--- src/rtl/riscv16_pkg.sv ---
// Shared types and constants for the 16-bit RISC-V core front end.
// Holds the default widths, opcode encodings, field positions and fetch FSM states.
package riscv16_pkg;

  localparam int DEF_ADDR_W  = 16;
  localparam int DEF_INSTR_W = 32;

  localparam logic [6:0] OP_R      = 7'b0110011;
  localparam logic [6:0] OP_I      = 7'b0010011;
  localparam logic [6:0] OP_LOAD   = 7'b0000011;
  localparam logic [6:0] OP_STORE  = 7'b0100011;
  localparam logic [6:0] OP_BRANCH = 7'b1100011;
  localparam logic [6:0] OP_JAL    = 7'b1101111;

  localparam int OPCODE_LSB = 0;
  localparam int OPCODE_MSB = 6;
  localparam int FUNCT3_LSB = 12;
  localparam int FUNCT3_MSB = 14;
  localparam int FUNCT7_LSB = 25;
  localparam int FUNCT7_MSB = 31;

  typedef enum logic [1:0] {
    S_IDLE  = 2'b00,
    S_REQ   = 2'b01,
    S_WAIT  = 2'b10,
    S_STALL = 2'b11
  } fetch_state_e;

endpackage

--- src/rtl/fetch_skid_buf.sv ---
// One-entry {instr, pc} holding buffer used when decode back-pressures the fetch output.
// Clear beats load, and load beats drain, so load and drain in the same cycle refill it.
module fetch_skid_buf
  import riscv16_pkg::*;
#(
  parameter int ADDR_W  = DEF_ADDR_W,
  parameter int INSTR_W = DEF_INSTR_W
) (
  input  logic               clk,
  input  logic               rst_n,
  input  logic               load,
  input  logic               drain,
  input  logic               clear,
  input  logic [INSTR_W-1:0] in_instr,
  input  logic [ADDR_W-1:0]  in_pc,
  output logic               full,
  output logic [INSTR_W-1:0] out_instr,
  output logic [ADDR_W-1:0]  out_pc
);

  // Buffer occupancy and payload
  always_ff @(posedge clk or negedge rst_n) begin
    if (!rst_n) begin
      full      <= 1'b0;
      out_instr <= '0;
      out_pc    <= '0;
    end else if (clear) begin
      full <= 1'b0;
    end else if (load) begin
      full      <= 1'b1;
      out_instr <= in_instr;
      out_pc    <= in_pc;
    end else if (drain) begin
      full <= 1'b0;
    end else begin
      full <= full;
    end
  end

endmodule

--- src/rtl/fetch_stage.sv ---
// Instruction fetch: owns the PC, issues one imem read at a time, handles redirects
// and hands {instr, pc} to decode through a registered output plus a one-entry skid buffer.
module fetch_stage
  import riscv16_pkg::*;
#(
  parameter int                ADDR_W   = DEF_ADDR_W,
  parameter int                INSTR_W  = DEF_INSTR_W,
  parameter logic [ADDR_W-1:0] RESET_PC = 16'h0000,
  parameter int                PC_STEP  = 4
) (
  input  logic               clk,
  input  logic               rst_n,
  output logic               imem_req_valid,
  input  logic               imem_req_ready,
  output logic [ADDR_W-1:0]  imem_req_addr,
  input  logic               imem_rsp_valid,
  input  logic [INSTR_W-1:0] imem_rsp_data,
  input  logic               redirect_valid,
  input  logic [ADDR_W-1:0]  redirect_pc,
  output logic               id_valid,
  input  logic               id_ready,
  output logic [INSTR_W-1:0] id_instr,
  output logic [ADDR_W-1:0]  id_pc,
  output logic [6:0]         id_opcode,
  output logic [2:0]         id_funct3,
  output logic [6:0]         id_funct7
);

  fetch_state_e       state;
  fetch_state_e       state_nxt;
  logic [ADDR_W-1:0]  pc;
  logic [ADDR_W-1:0]  req_pc;
  logic               outstanding;
  logic               discard;
  logic               req_fire;
  logic               rsp_now;
  logic               rsp_accept;
  logic               out_fire;
  logic               out_load;
  logic               discard_set;
  logic               skid_load;
  logic               skid_drain;
  logic               skid_full;
  logic               skid_full_nxt;
  logic [INSTR_W-1:0] skid_instr;
  logic [ADDR_W-1:0]  skid_pc;

  assign imem_req_valid = (state == S_REQ) && !skid_full;
  assign imem_req_addr  = pc;
  assign req_fire       = imem_req_valid && imem_req_ready;
  // Responses with nothing outstanding are stale (e.g. across a reset) and ignored.
  assign rsp_now        = imem_rsp_valid && outstanding;
  assign rsp_accept     = rsp_now && !discard && !redirect_valid;
  assign out_fire       = id_valid && id_ready;
  assign out_load       = !id_valid || out_fire;
  assign discard_set    = (outstanding && !rsp_now) || req_fire;
  assign skid_full_nxt  = skid_load || (skid_full && !skid_drain);

  assign id_opcode = id_instr[OPCODE_MSB:OPCODE_LSB];
  assign id_funct3 = id_instr[FUNCT3_MSB:FUNCT3_LSB];
  assign id_funct7 = id_instr[FUNCT7_MSB:FUNCT7_LSB];

  // Route accepted responses: output register when it frees up, otherwise the skid
  always_comb begin
    skid_load  = 1'b0;
    skid_drain = 1'b0;
    if (out_load) begin
      skid_drain = skid_full;
      skid_load  = rsp_accept && skid_full;
    end else begin
      skid_load  = rsp_accept;
    end
  end

  // Fetch FSM next state; a redirect overrides every state
  always_comb begin
    state_nxt = state;
    if (redirect_valid) begin
      state_nxt = discard_set ? S_WAIT : S_REQ;
    end else begin
      case (state)
        S_IDLE:  state_nxt = S_REQ;
        S_REQ:   state_nxt = req_fire ? S_WAIT : S_REQ;
        S_WAIT:  state_nxt = rsp_now ? (skid_full_nxt ? S_STALL : S_REQ) : S_WAIT;
        S_STALL: state_nxt = skid_full ? S_STALL : S_REQ;
        default: state_nxt = S_IDLE;
      endcase
    end
  end

  // FSM state register
  always_ff @(posedge clk or negedge rst_n) begin
    if (!rst_n) begin
      state <= S_IDLE;
    end else begin
      state <= state_nxt;
    end
  end

  // PC, request tracking and decode output register
  always_ff @(posedge clk or negedge rst_n) begin
    if (!rst_n) begin
      pc          <= RESET_PC;
      req_pc      <= '0;
      outstanding <= 1'b0;
      discard     <= 1'b0;
      id_valid    <= 1'b0;
      id_instr    <= '0;
      id_pc       <= '0;
    end else begin
      if (req_fire) begin
        outstanding <= 1'b1;
        req_pc      <= pc;
      end else if (rsp_now) begin
        outstanding <= 1'b0;
      end
      if (redirect_valid) begin
        pc       <= redirect_pc & {{(ADDR_W-2){1'b1}}, 2'b00};
        discard  <= discard_set;
        id_valid <= 1'b0;
      end else begin
        if (req_fire) begin
          pc <= pc + ADDR_W'(PC_STEP);
        end
        if (rsp_now && discard) begin
          discard <= 1'b0;
        end
        if (out_load) begin
          if (skid_full) begin
            id_valid <= 1'b1;
            id_instr <= skid_instr;
            id_pc    <= skid_pc;
          end else if (rsp_accept) begin
            id_valid <= 1'b1;
            id_instr <= imem_rsp_data;
            id_pc    <= req_pc;
          end else begin
            id_valid <= 1'b0;
          end
        end
      end
    end
  end

  fetch_skid_buf #(
    .ADDR_W  (ADDR_W),
    .INSTR_W (INSTR_W)
  ) u_skid (
    .clk       (clk),
    .rst_n     (rst_n),
    .load      (skid_load),
    .drain     (skid_drain),
    .clear     (redirect_valid),
    .in_instr  (imem_rsp_data),
    .in_pc     (req_pc),
    .full      (skid_full),
    .out_instr (skid_instr),
    .out_pc    (skid_pc)
  );

endmodule

--- config.mk ---
export PLATFORM = sky130hd
export DESIGN_NAME = fetch_stage
export DESIGN_NICKNAME = d
export VERILOG_FILES = /design/src/rtl/riscv16_pkg.sv /design/src/rtl/fetch_skid_buf.sv /design/src/rtl/fetch_stage.sv
export SDC_FILE = /design/constraint.sdc
export NUM_CORES = 1
export LEC_CHECK = 0
export CORE_ASPECT_RATIO = 1.2
export CORE_MARGIN = 8
export CORE_UTILIZATION = 54
export DETAILED_ROUTE_END_ITERATION = 16
export GPL_ROUTABILITY_DRIVEN = 0
export PLACE_DENSITY = 0.88
export SYNTH_ARGS = -nofsm -noshare
export SYNTH_HDL_FRONTEND = slang
export SYNTH_HIERARCHICAL = 1
export SYNTH_SLANG_ARGS = --single-unit
--- constraint.sdc ---
create_clock -name clk -period 3.9 [get_ports clk]
set_input_delay 0.39 -clock clk [delete_from_list [all_inputs] [get_ports clk]]
set_output_delay 0.39 -clock clk [all_outputs]
set_load 0.005 [all_outputs]
==> results.tsv <==
stage	metric	value	unit
timing	hold_viol	0	
timing	skew	0.00463	ns
final_layout	drive_gt1_share	13.9	%
clock_network	cts.sinks	130	
synth	synth_ff_type	dfrtp_1	
synth	syn_area	0.00587	mm2
timing	tightest_slew	0.911	ns
setup_path	worst_r2r_startpoint	state[1]$_DFF_PN0_	
synth	yosysWarningCount	6	
clock_network	cts_made_buffers	17	
clock_network	cts_tree	yes	
timing	setup_slack	1.48	ns
grt	gr-usage-all-layers	18.9	%
synth	synthArstFlopShare	100	%
floorplanning	dieArea	0.0145	mm2
clock_network	root_buffer	clkbuf_16	
run	max-cap-violations	0	
worst_hold_path	hold_path.class	input port to asynchronous set/reset pin	
setup_path	cp_top_family	buffers and inverters	
floorplanning	boundaryPins	137	
power_and_ir_drop	power.leakage	3.30	nW
timing	layout_min_cycle_time	2.42	ns
synth	postSynthCellCount	516	
synth	synth_area_leaders	dfrtp_1 (55%), mux2i_1 (8.0%), mux2_2 (5.4%)	
synth	synth-edff-count	0	
final_layout	num-nets-final	683	
setup_path	critical-path-slowest-cell	buf_4	
final_layout	final_util	73.0	%
setup_path	startpoint	id_ready	
clock_network	worstSkewPairLatency	0.40	ns
grt	grt-ovfl-total	0	
floorplanning	core-area	0.0106	mm2
floorplanning	rows	41	
floorplanning	die_h	130	um
final_layout	final_common_cell	clkdlybuf4s50_1	
timing	fin_setup_tns	0	ns
timing	maxSlewHeadroom	39.3	%
timing	fmaxAchievable	414	MHz
setup_path	endpoint_kind	register	
timing	maxSlewViolCount	0	
routing	wire_per_inst	17.3	um
final_layout	area_growth	31.5	%
timing	fin_crit_sh	62.0	%
clock_network	cts_hold_buf	0	
placed_design	dp_worst_setup_slack	1.09	ns
setup_path	path_cells	clkdlybuf4s50_1, nor2b_1, o21ai_0, nor2_1, nor2b_4, buf_4, mux2_2	
placed_design	hpwl	8880	um
routing	drc	0	
clock_network	post_cts_buffers	0	
power_and_ir_drop	vdd_drop_max	0.000393	V
setup_path	slowest_delay	0.61	ns
clock_network	h-tree-depth	4	
clock_network	cts_buffer_depth	2	
synth	ys_ff_latch	130	
synth	ys_types	42	
routing	drt_iter0_drc	173	
synth	synth_top_area_share	55.4	%
clock_network	cts.clk_slew.worst_paths	0.05	ns
setup_path	crit_arrival	2.70	ns
grt	grt_pass1_wl	22300	um
grt	antenna_found_initial	0	
power_and_ir_drop	p_per_area	689	mW/mm2
setup_path	worst-path-buf-inv	2	
synth	synth-seq-area-share	55.4	%
routing	drt-total-wl	13300	um
setup_path	criticalPathCategory	input port to register	
placed_design	port_buffers	132	
grt	grt_pass1_vias	4476	
setup_path	start_kind	input port	
synth	synth_top_cell_by_area	dfrtp_1	
synth	syn_area_per_cell	11.4	um2
floorplanning	die_w	111	um
grt	grt_max_degree	95	
setup_path	critPathRequiredTime	4.18	ns
floorplanning	initial_core_util	55.5	%
setup_path	cp_max_fo	48	
power_and_ir_drop	power	5.31	mW
timing	final-setup-viol-count	0	
routing	via_per_inst	5.42	
routing	vias	4168	
final_layout	final_cell_mix	clkdlybuf4s50_1 (131), dfrtp_1 (129), nand2_1 (64)	
routing	dr.pass1.iters	4	
routing	detail-route-antenna-nets	0	
final_layout	diodes	0	
timing	rsz0062_at_grt	no	
clock_network	cts_resized	0	
run_status	outcome	finished clean	
[worst reg2reg max path, delay by kind of cell, from the launching register on]
family             cells  cell delay (ns)
and+or+nand+nor        3             1.56
AOI/OAI and AO/OA      1             0.28
DFF                    1             0.45
[report_power, final]
group	internal [mW]	switching [mW]	leakage [nW]
Combinational	0.965	0.623	1.38
Clock	1.08	0.551	0.293
Sequential	1.78	0.319	1.63
[final timing paths]
path	to	depth (start not counted)	slack, ns
setup / recovery	u_skid/out_pc[7]$_DFFE_PN0P_	7	1.48
hold / removal	id_instr[21]$_DFFE_PN0P_	1	0.11
setup reg to reg	imem_req_addr[13]$_DFFE_PN0N_	4	1.51
hold reg to reg	id_pc[1]$_DFFE_PN0P_	2	0.50
max in group asynchronous	u_skid/full$_DFFE_PN0P_	2	2.85
min in group clk	id_pc[1]$_DFFE_PN0P_	2	0.50
[flip-flops by register name, summed over array words and instances, names as in the netlist]
signal            flops
id_instr             32
discard               1
req_pc               14
u_skid/full           1
outstanding           1
id_pc                16
state                 2
u_skid/out_instr     32
u_skid/out_pc        16
imem_req_addr        14
id_valid              1
[layer usage]
layer  up-vias  routed length [um]  global-route usage (%)
li1       1970                   -                       -
met1      2037                5680                    22.4
met2       141                6640                    31.9
met3        20                 747                    5.65
met4         0                 243                    6.99
met5         -                   0                       0
[synthesized netlist by cell type (4+ instances only)]
library cell and n:
xor2_1 6, nand2_1 64, nor4_1 4, dfrtp_1 130
inv_1 5, mux2_4 20, clkbuf_1 8, mux2_2 28
buf_2 15, nor2_1 51, mux2i_1 47, buf_4 21
nand3_1 5, nand4_1 6, a21oi_1 50, o21ai_0 16
xnor2_1 4
[final cells by class]
class,count,area [um2]
clock buffers,21,450
clock inverters,10,159
fillers,712,2850
inverters,5,18.8
multi-input cells,335,2300
flip-flops and latches,130,3250
well taps,129,161
repair buffers,139,1370
[stage by stage]
stage	std cells	cell area, um2	hold slack [ns]
4_1_cts	769	7720	0.146
5_1_grt	769	7720	0.185
2_1_floorplan	519	5880	0.0944
3_5_place_dp	738	7110	0.488
6_report	769	7720	0.109
3_3_place_gp	738	7110	0.469
[logic make-up after synthesis]
group	Yosys count	synth area share (%)
xor+xnor	10	1.49
flops	130	55.4
mux	95	18.5
fa+ha+maj	1	0.213
buf+inv	54	5.93
other cells	1	0.0639
compound gates	75	6.99
simple gates	150	11.4
Note: power is estimated with default switching activity, not from simulation.
